===== src/rtl/scaler_pkg.sv =====
// Shared constants and pipeline payload for the horizontal video scaler.
package scaler_pkg;

  localparam int unsigned POS_WIDTH       = 24;
  localparam int unsigned DEF_PIXEL_STEP  = 32;
  localparam int unsigned DEF_PIXEL_WIDTH = 8;
  localparam int unsigned DEF_COE_WIDTH   = 8;

  // Turns a position fraction (0..PIXEL_STEP] into a coefficient (0..2^COE_WIDTH].
  localparam int unsigned COE_SHIFT = $clog2((2 ** DEF_COE_WIDTH) / DEF_PIXEL_STEP);

  typedef struct packed {
    logic                       de;
    logic                       hs;
    logic                       vs;
    logic [DEF_PIXEL_WIDTH-1:0] prev;
    logic [DEF_PIXEL_WIDTH-1:0] cur;
    logic [DEF_COE_WIDTH:0]     coe;
  } stage_t;

endpackage


===== src/rtl/scaler_h_lerp.sv =====
// Two-stage weighted sum of neighbouring pixels with round-half-up.
module scaler_h_lerp #(
  parameter int unsigned PIXEL_WIDTH = 8,
  parameter int unsigned COE_WIDTH   = 8
) (
  input  logic                   clk,
  input  logic                   rst,
  input  logic                   i_de,
  input  logic                   i_hs,
  input  logic                   i_vs,
  input  logic [PIXEL_WIDTH-1:0] i_prev,
  input  logic [PIXEL_WIDTH-1:0] i_cur,
  input  logic [COE_WIDTH:0]     i_coe,
  output logic [PIXEL_WIDTH-1:0] o_do,
  output logic                   o_de,
  output logic                   o_hs,
  output logic                   o_vs
);

  localparam int unsigned PROD_W = PIXEL_WIDTH + COE_WIDTH + 1;
  localparam int unsigned SUM_W  = PIXEL_WIDTH + COE_WIDTH + 2;
  localparam logic [COE_WIDTH:0] COE_ONE  = {1'b1, {COE_WIDTH{1'b0}}};
  localparam logic [SUM_W-1:0]   ROUND_HALF = SUM_W'(COE_ONE >> 1);

  logic [PROD_W-1:0] r_p0;
  logic [PROD_W-1:0] r_p1;
  logic              r_de;
  logic              r_hs;
  logic              r_vs;
  logic [SUM_W-1:0]  w_sum;

  always_comb begin
    w_sum = SUM_W'(r_p0) + SUM_W'(r_p1) + ROUND_HALF;
  end

  always_ff @(posedge clk) begin
    if (rst) begin
      r_p0 <= '0;
      r_p1 <= '0;
      r_de <= 1'b0;
      r_hs <= 1'b0;
      r_vs <= 1'b0;
      o_do <= '0;
      o_de <= 1'b0;
      o_hs <= 1'b0;
      o_vs <= 1'b0;
    end else begin
      r_p0 <= PROD_W'(i_prev) * PROD_W'(COE_ONE - i_coe);
      r_p1 <= PROD_W'(i_cur) * PROD_W'(i_coe);
      r_de <= i_de;
      r_hs <= i_hs;
      r_vs <= i_vs;
      o_de <= r_de;
      o_hs <= r_hs;
      o_vs <= r_vs;
      // Output pixel holds between emits.
      if (r_de) begin
        o_do <= PIXEL_WIDTH'(w_sum >> COE_WIDTH);
      end
    end
  end

endmodule


===== src/rtl/video_scaler_h.sv =====
// Horizontal downscaler: tracks input/output positions per line and feeds the
// interpolation datapath; sync signals ride along with fixed latency.
module video_scaler_h
  import scaler_pkg::*;
#(
  parameter int unsigned PIXEL_STEP  = DEF_PIXEL_STEP,
  parameter int unsigned PIXEL_WIDTH = DEF_PIXEL_WIDTH,
  parameter int unsigned COE_WIDTH   = DEF_COE_WIDTH
) (
  input  logic                   clk,
  input  logic                   rst,
  input  logic [15:0]            scale_step_h,
  input  logic [PIXEL_WIDTH-1:0] di_i,
  input  logic                   de_i,
  input  logic                   hs_i,
  input  logic                   vs_i,
  output logic [PIXEL_WIDTH-1:0] do_o,
  output logic                   de_o,
  output logic                   hs_o,
  output logic                   vs_o
);

  localparam logic [POS_WIDTH-1:0] STEP_ONE = POS_WIDTH'(PIXEL_STEP);

  logic [POS_WIDTH-1:0]   r_xpos;
  logic [POS_WIDTH-1:0]   r_acc;
  logic [POS_WIDTH-1:0]   r_step;
  logic [PIXEL_WIDTH-1:0] r_prev;
  stage_t                 r_s1;

  logic                   w_sol;
  logic [POS_WIDTH-1:0]   w_step;
  logic [POS_WIDTH-1:0]   w_xpos;
  logic [POS_WIDTH-1:0]   w_acc;
  logic [POS_WIDTH-1:0]   w_f;
  logic                   w_emit;
  logic [COE_WIDTH:0]     w_coe;

  // Start of line restarts both positions at zero and latches the ratio.
  always_comb begin
    w_sol  = hs_i & de_i;
    w_step = r_step;
    if (w_sol) begin
      w_step = (scale_step_h < 16'(PIXEL_STEP)) ? STEP_ONE : POS_WIDTH'(scale_step_h);
    end
    w_xpos = w_sol ? '0 : r_xpos;
    w_acc  = w_sol ? '0 : r_acc;
    w_emit = (w_acc <= w_xpos);
    w_f    = w_acc - w_xpos + STEP_ONE;
    w_coe  = (COE_WIDTH + 1)'(w_f) << COE_SHIFT;
  end

  always_ff @(posedge clk) begin
    if (rst) begin
      r_xpos <= '0;
      r_acc  <= '0;
      r_step <= STEP_ONE;
      r_prev <= '0;
      r_s1   <= '0;
    end else begin
      r_s1.de <= de_i & w_emit;
      r_s1.hs <= w_sol;
      r_s1.vs <= vs_i;
      if (de_i) begin
        r_s1.prev <= r_prev;
        r_s1.cur  <= di_i;
        r_s1.coe  <= w_coe;
        r_xpos    <= w_xpos + STEP_ONE;
        r_acc     <= w_emit ? (w_acc + w_step) : w_acc;
        r_prev    <= di_i;
        r_step    <= w_step;
      end
    end
  end

  scaler_h_lerp #(
    .PIXEL_WIDTH (PIXEL_WIDTH),
    .COE_WIDTH   (COE_WIDTH)
  ) u_lerp (
    .clk    (clk),
    .rst    (rst),
    .i_de   (r_s1.de),
    .i_hs   (r_s1.hs),
    .i_vs   (r_s1.vs),
    .i_prev (r_s1.prev),
    .i_cur  (r_s1.cur),
    .i_coe  (r_s1.coe),
    .o_do   (do_o),
    .o_de   (de_o),
    .o_hs   (hs_o),
    .o_vs   (vs_o)
  );

endmodule


===== config.mk =====
export PLATFORM = sky130hd
export DESIGN_NAME = video_scaler_h
export DESIGN_NICKNAME = d
export VERILOG_FILES = /design/src/rtl/scaler_pkg.sv /design/src/rtl/scaler_h_lerp.sv /design/src/rtl/video_scaler_h.sv
export SDC_FILE = /design/constraint.sdc
export NUM_CORES = 1
export LEC_CHECK = 0
export ABC_AREA = 1
export CORE_UTILIZATION = 52
export CTS_CLUSTER_DIAMETER = 60
export DETAILED_ROUTE_END_ITERATION = 10
export PLACE_DENSITY = 0.69
export SKIP_LAST_GASP = 1
export SLEW_MARGIN = 20
export SYNTH_ARGS = -nofsm -noshare
export SYNTH_HDL_FRONTEND = slang
export SYNTH_SLANG_ARGS = --single-unit

===== constraint.sdc =====
create_clock -name clk -period 12 [get_ports clk]
set_input_delay 3.6 -clock clk [delete_from_list [all_inputs] [get_ports clk]]
set_output_delay 3.6 -clock clk [all_outputs]
set_load 0.1 [all_outputs]

Yosys cells after proc, flatten, opt, wreduce, memory -nomap -nowiden:

Cells that the tools add are included.

* register bits: 140
* output and inout port bits: 11

* $add $sub $neg: 7
* multiply operators: 2
* $lt $le $gt $ge: 2
* multiplexer cells: 5
* bitwise gates (word level): 2

Operators by type and width (number)
* 24-bit two-way mux: 4
* 24-bit adder: 1
* 24-bit by 6-bit adder with 24-bit output, second input constant: 1
* 24-bit less-or-equal comparator: 1
* 8-bit by 17-bit multiplier with 16-bit output: 1
* 16-bit adder: 1
* 16-bit by 8-bit adder with 16-bit output, second input constant: 1
* 16-bit by 6-bit less-than comparator with 1-bit output, second input constant: 1
* 16-bit two-way mux: 1
* 8-bit by 6-bit multiplier with 13-bit output: 1
* 9-bit by 9-bit subtractor with 10-bit output, first input constant: 1
* 6-bit adder, second input constant: 1
* 6-bit subtractor: 1
* 1-bit bitwise AND: 2

Longest topological paths before layout:

* word-level depth: 5
* gate-level depth with buffers: 26
* gate-level depth less buffers: 25

Modules after synthesis:

Synthesis repeated with hierarchy kept, for this count alone.

* cell total of the unflattened synthesis: 2102
* area total of the unflattened synthesis: 14087.3 um2

Modules (own cells, without submodules)
* scaler_h_lerp: times used 1, cells an instance 1034, area an instance 7475.9 um2
* video_scaler_h: times used 1, cells an instance 1068, area an instance 6611.3 um2

Least setup slack after synthesis:

Ideal clock, no wire load.

* path type: input port to flip-flop
* from: input hs_i
* to: register r_acc[16]
* setup time: 0.132 ns
* data arrival time: 5.869 ns
* data required time: 11.868 ns
* path slack: 5.999 ns
* stages: 22
* buffers on the path: 4
* path through: nand2_2 buf_6 buf_6 buf_2 buf_2 nand2_1 nand2_1 ha_1 inv_1 fa_1 inv_1 nand3_1 nand3_1 nand2_1 nand2_1 nand2_1 nand2_1 nand2_1 nand2_1 nand2_1 nand3_1 a21oi_1

* cells in the longest elaborated chain, start to end: 4
* elaborated cells between the ends (all ways): 7

Ends and longest elaborated chain
* from (decl): RTL line video_scaler_h.sv:15 `input logic hs_i,`
* 1-bit bitwise AND: RTL line video_scaler_h.sv:41 `w_sol = hs_i & de_i;`
* 24-bit two-way mux: RTL line video_scaler_h.sv:43 `if (w_sol) begin`
* named net w_step[0]: RTL line video_scaler_h.sv:32 `logic [POS_WIDTH-1:0] w_step;`
* 24-bit adder: RTL line video_scaler_h.sv:69 `r_acc <= w_emit ? (w_acc + w_step) : w_acc;`
* 24-bit two-way mux: RTL line video_scaler_h.sv:69
* to (signal assigned): RTL line video_scaler_h.sv:69
* to (decl): RTL line video_scaler_h.sv:26 `logic [POS_WIDTH-1:0] r_acc;`

The timed path passes the listed nets, and every way through them passes these cells.
A chain may end at the register's enable or synchronous reset.

Final worst setup path:

* from: input de_i
* to: register r_acc[19]

* cells in the longest elaborated chain, start to end: 4
* elaborated cells between the ends (all ways): 7

Ends and longest elaborated chain
* from (decl): RTL line video_scaler_h.sv:14 `input logic de_i,`
* 1-bit bitwise AND: RTL line video_scaler_h.sv:41
* 24-bit two-way mux (on tied branches): RTL line video_scaler_h.sv:47, video_scaler_h.sv:43, video_scaler_h.sv:46
* 24-bit adder or 24-bit less-or-equal comparator (tied branches): RTL line video_scaler_h.sv:69, video_scaler_h.sv:48
* 24-bit two-way mux: RTL line video_scaler_h.sv:69

Parallel ways exist; a longest one is shown, timed or not.

==> key figures <==
Clock network
  – Post-CTS sizing: 0
  – H-tree depth: 4
  – Clock-pin transition on the worst setup and hold timing paths: ~0.060 ns
  – CTS Buf Count: 17
  – Clock root buffer: clkbuf_16
  – CTS tree: yes
  – Clock Latency Late Sink: between 0.4 and 0.5 ns
  – Clk sink count: between 100 and 150
  – Deepest clock path buffer count: 2
  – Setup Fix Bufs, Post-CTS: 0
  – Hold_buf cts: 0

Placement
  – Port Buf Inserts: 39
  – RePlAce Congestion: slightly below 1
  – Post-DP HPWL: roughly 23000 um

Detailed routing
  – Violation count after the first detailed-routing iteration: roughly 740
  – Detailed-route via count: about 11000
  – DRT antenna net count: 0
  – DRC violations left: 0
  – Via-per-instance ratio: about 5.1
  – First drt pass iteration count: 5
  – DR WL/cell: roughly 14 um
  – Final WL: 30150 um

Worst setup path
  – CP max FO: 59
  – Critical Path End Type: flip-flop
  – Req. time, crit path: 12.36 ns
  – Critical path type: in2reg
  – Crit path cell chain: buf_2 > nand2_2 > buf_4 > inv_2 > nor2_1 > ha_1 > nand2_1 > nor2_1 > nand2_1 > nor2_2 > nand4_2 > nand2_4 > nand2_1 > nand2_1 > nand2_1 > a21oi_1
  – Most used cell, CP: nand2_1
  – Worst EP arrival: 7.89 ns
  – CP peak stage delay: about 0.7 ns
  – Crit path launch type: primary input
  – Crit path max-delay cell type: buf_2

STA
  – RSZ-0062 raised after global routing: false
  – Max-slew violation count: 0
  – Endpoints failing setup: 0
  – Setup TNS: 0 ns
  – Worst Skew: between 0.015 and 0.02 ns
  – Rel. slew slack: 0.3406
  – Final hold vios: 0
  – Period minus WS final: 7.534 ns
  – Final Cycle Share: 0.6278
  – Worst Tran Pin Value: about 1 ns
  – Max Freq: 132.7 MHz

Synth
  – Total number of yosys warnings: 0
  – Post-synthesis mux area share: 0
  – Synthesized area: approximately 12000 um2
  – Sequential share of the synthesized area: 0.2291
  – Largest family of logic cells by synthesized area: simple AND/OR/NAND/NOR gates
  – Simple-gate share of the synthesized area: 0.2877
  – Post-Syn Nets: between 2000 and 2500
  – Syn_area_per_cell: 6.644 um2
  – Synth Register Bits: around 140
  – Mapped Cells: about 1800
  – Post-synthesis compound-gate area fraction: 0.09520
  – Yosys cell types: 38
  – Post-synthesis adder-cell area fraction: 0.2370
  – Synth Area in XOR/XNOR: 0.01902

Floorplan
  – Num rows: 55
  – Core ar.: 22640 um2
  – Chip height: ~150 um
  – DIE AREA: about 24000 um2
  – Chip width: ~150 um
  – Initial Util: 0.5288
  – Top-level port count: 40

Layout
  – Commonest non-fill, non-tap cell in the layout: nand2_1
  – Ant. Diodes: 0
  – NumNets Final: approximately 2000
  – Layout area overhead: 9.353%
  – Most frequent cells in the layout: nand2_1 (487), inv_1 (357), nor2_1 (172)
  – Share of cells above drive strength 1: 0.03392

Run
  – Max-Cap Viols: 0

Power and ir drop
  – VDD IR max: about 0.00012 V
  – Leakage: around 6.9 nW
  – Clock share of power: 0.233
  – Sw Pwr: approximately 1 mW
  – Overall Power: ~2.2 mW
  – Switching share of power: 0.4546
  – Internal: around 1.2 mW
  – Comb power frac: 0.511
  – PwrDens: approximately 170 nW/um2
  – Sequential share of power: 0.256

GRT
  – Global-route wire length before repair: approximately 50000 um
  – Overflow left after global routing: 0
  – Initial antenna violation count: 0
  – Vias in the first global route: 10444
  – GRT Util Overall: 0.2662
  – Largest net degree at the start of global routing: between 60 and 70

Status
  – Outcome: finished, final reports clean

Worst hold path
  – Worst hold path class: reg2reg
==> metrics by stage <==
| stage | hold WS [ns] | instances | setup slack (ns) | instance area (um2) | util |
|---|---|---|---|---|---|
| finish | 0.3988 | 2113 | 4.466 | 13090 | 0.5783 |
| global placement | 0.3894 | 2082 | 4.197 | 12520 | 0.5531 |
| detailed placement | 0.3940 | 2082 | 4.069 | 12520 | 0.5531 |
| global route | 0.4245 | 2113 | 4.066 | 13090 | 0.5783 |
| floorplan | 0.3883 | 1802 | 5.999 | 11970 | - |
| CTS | 0.4023 | 2113 | 4.504 | 13090 | 0.5783 |
==> registers in the layout, summed over array words and instances, names as in the netlist <==
register	count
r_acc	24
r_s1	25
r_step	24
r_xpos	24
u_lerp.o_de	1
u_lerp.o_do	8
u_lerp.o_hs	1
u_lerp.o_vs	1
u_lerp.r_de	1
u_lerp.r_hs	1
u_lerp.r_p0	13
u_lerp.r_p1	13
u_lerp.r_vs	1
==> path summary, 6_finish.rpt <==
path                     startpoint                         end  slack [ns]  cells past startpoint
min reg2reg  u_lerp.r_vs$_SDFF_PP0_      u_lerp.o_vs$_SDFF_PP0_        0.40                      2
max reg2reg    r_s1[4]$_SDFFE_PP0P_  u_lerp.r_p0[15]$_SDFF_PP0_        6.69                     20
max                            de_i      r_acc[19]$_SDFFE_PP0P_        4.47                     16
min          u_lerp.r_vs$_SDFF_PP0_      u_lerp.o_vs$_SDFF_PP0_        0.40                      2
==> per-layer routing <==
layer,vias up,GRT usage,share of wire
met3,76,0.03777,0.038
met5,-,0,0
met2,244,0.4786,0.49
met1,4869,0.3160,0.43
li1,5594,-,-
met4,0,0.1129,0.035
==> worst max-delay path, delay by kind of cell <==
family	cells	cell delay, ns
adder cells (fa/ha/maj)	1	0.34
AND/OR/NAND/NOR	11	1.96
AO/OA/AOI/OAI	1	0.15
buffers and inverters	3	1.75
==> power by group through the flow <==
stage	registers, mW	clock network, mW	logic (mW)
after floorplan	0.587	0	0.879
after global placement	0.572	0	1.10
after detailed placement	0.573	0	1.12
after CTS	0.564	0.522	1.13
after global routing	0.572	0.541	1.28
final	0.564	0.515	1.13
==> cell families (layout without fill, tap and decap cells) <==
| group | count (synthesis) | in the layout |
|---|---|---|
| flip-flops | 137 | 137 |
| XOR/XNOR | 26 | 26 |
| buffers and inverters | 410 | 436 |
| AO/OA/AOI/OAI | 215 | 215 |
| adder cells (fa/ha/maj) | 186 | 186 |
| AND/OR/NAND/NOR | 828 | 828 |
==> final cells by class <==
cell class	count	area, um2
Clock buffer	19	452.9
Clock inverter	12	117.6
Fill cell	2186	9548
Inverter	361	1355
Multi-Input combinational cell	1255	7650
Sequential cell	137	2743
Timing Repair Buffer	44	417.9
Tap cell	285	356.6
==> cells in the mapped netlist <==
cell	n	area [um2]
inv_2	3	11.26
o21a_1	1	7.510
and2_1	4	25.02
buf_6	4	45.04
xor2_1	17	148.9
o21ai_1	3	15.01
nand2_2	4	25.02
or2_2	4	25.02
buf_2	9	45.04
clkbuf_1	29	108.9
fa_1	68	1361
nor2_2	4	25.02
nand2_4	2	22.52
buf_1	7	26.28
nor3_2	1	10.01
a31oi_1	7	43.79
o31ai_1	1	7.510
inv_1	358	1344
nand4_2	2	25.02
nand3_2	1	10.01
nand2_1	487	1828
o211ai_1	3	22.52
o221ai_1	2	17.52
nor4_1	3	18.77
a21o_1	5	37.54
nand4_1	13	81.33
nor4_4	1	21.27
a21oi_1	113	565.5
nand3_1	100	500.5
nor3_1	19	95.09
xnor2_1	9	78.83
o21bai_1	9	67.56
nand3b_1	10	75.07
ha_1	118	1476
o21ai_0	71	355.3
nor2_1	172	645.6
dfxtp_1	137	2743
nor2_4	1	11.26
Power figures use the tool's default switching activity.
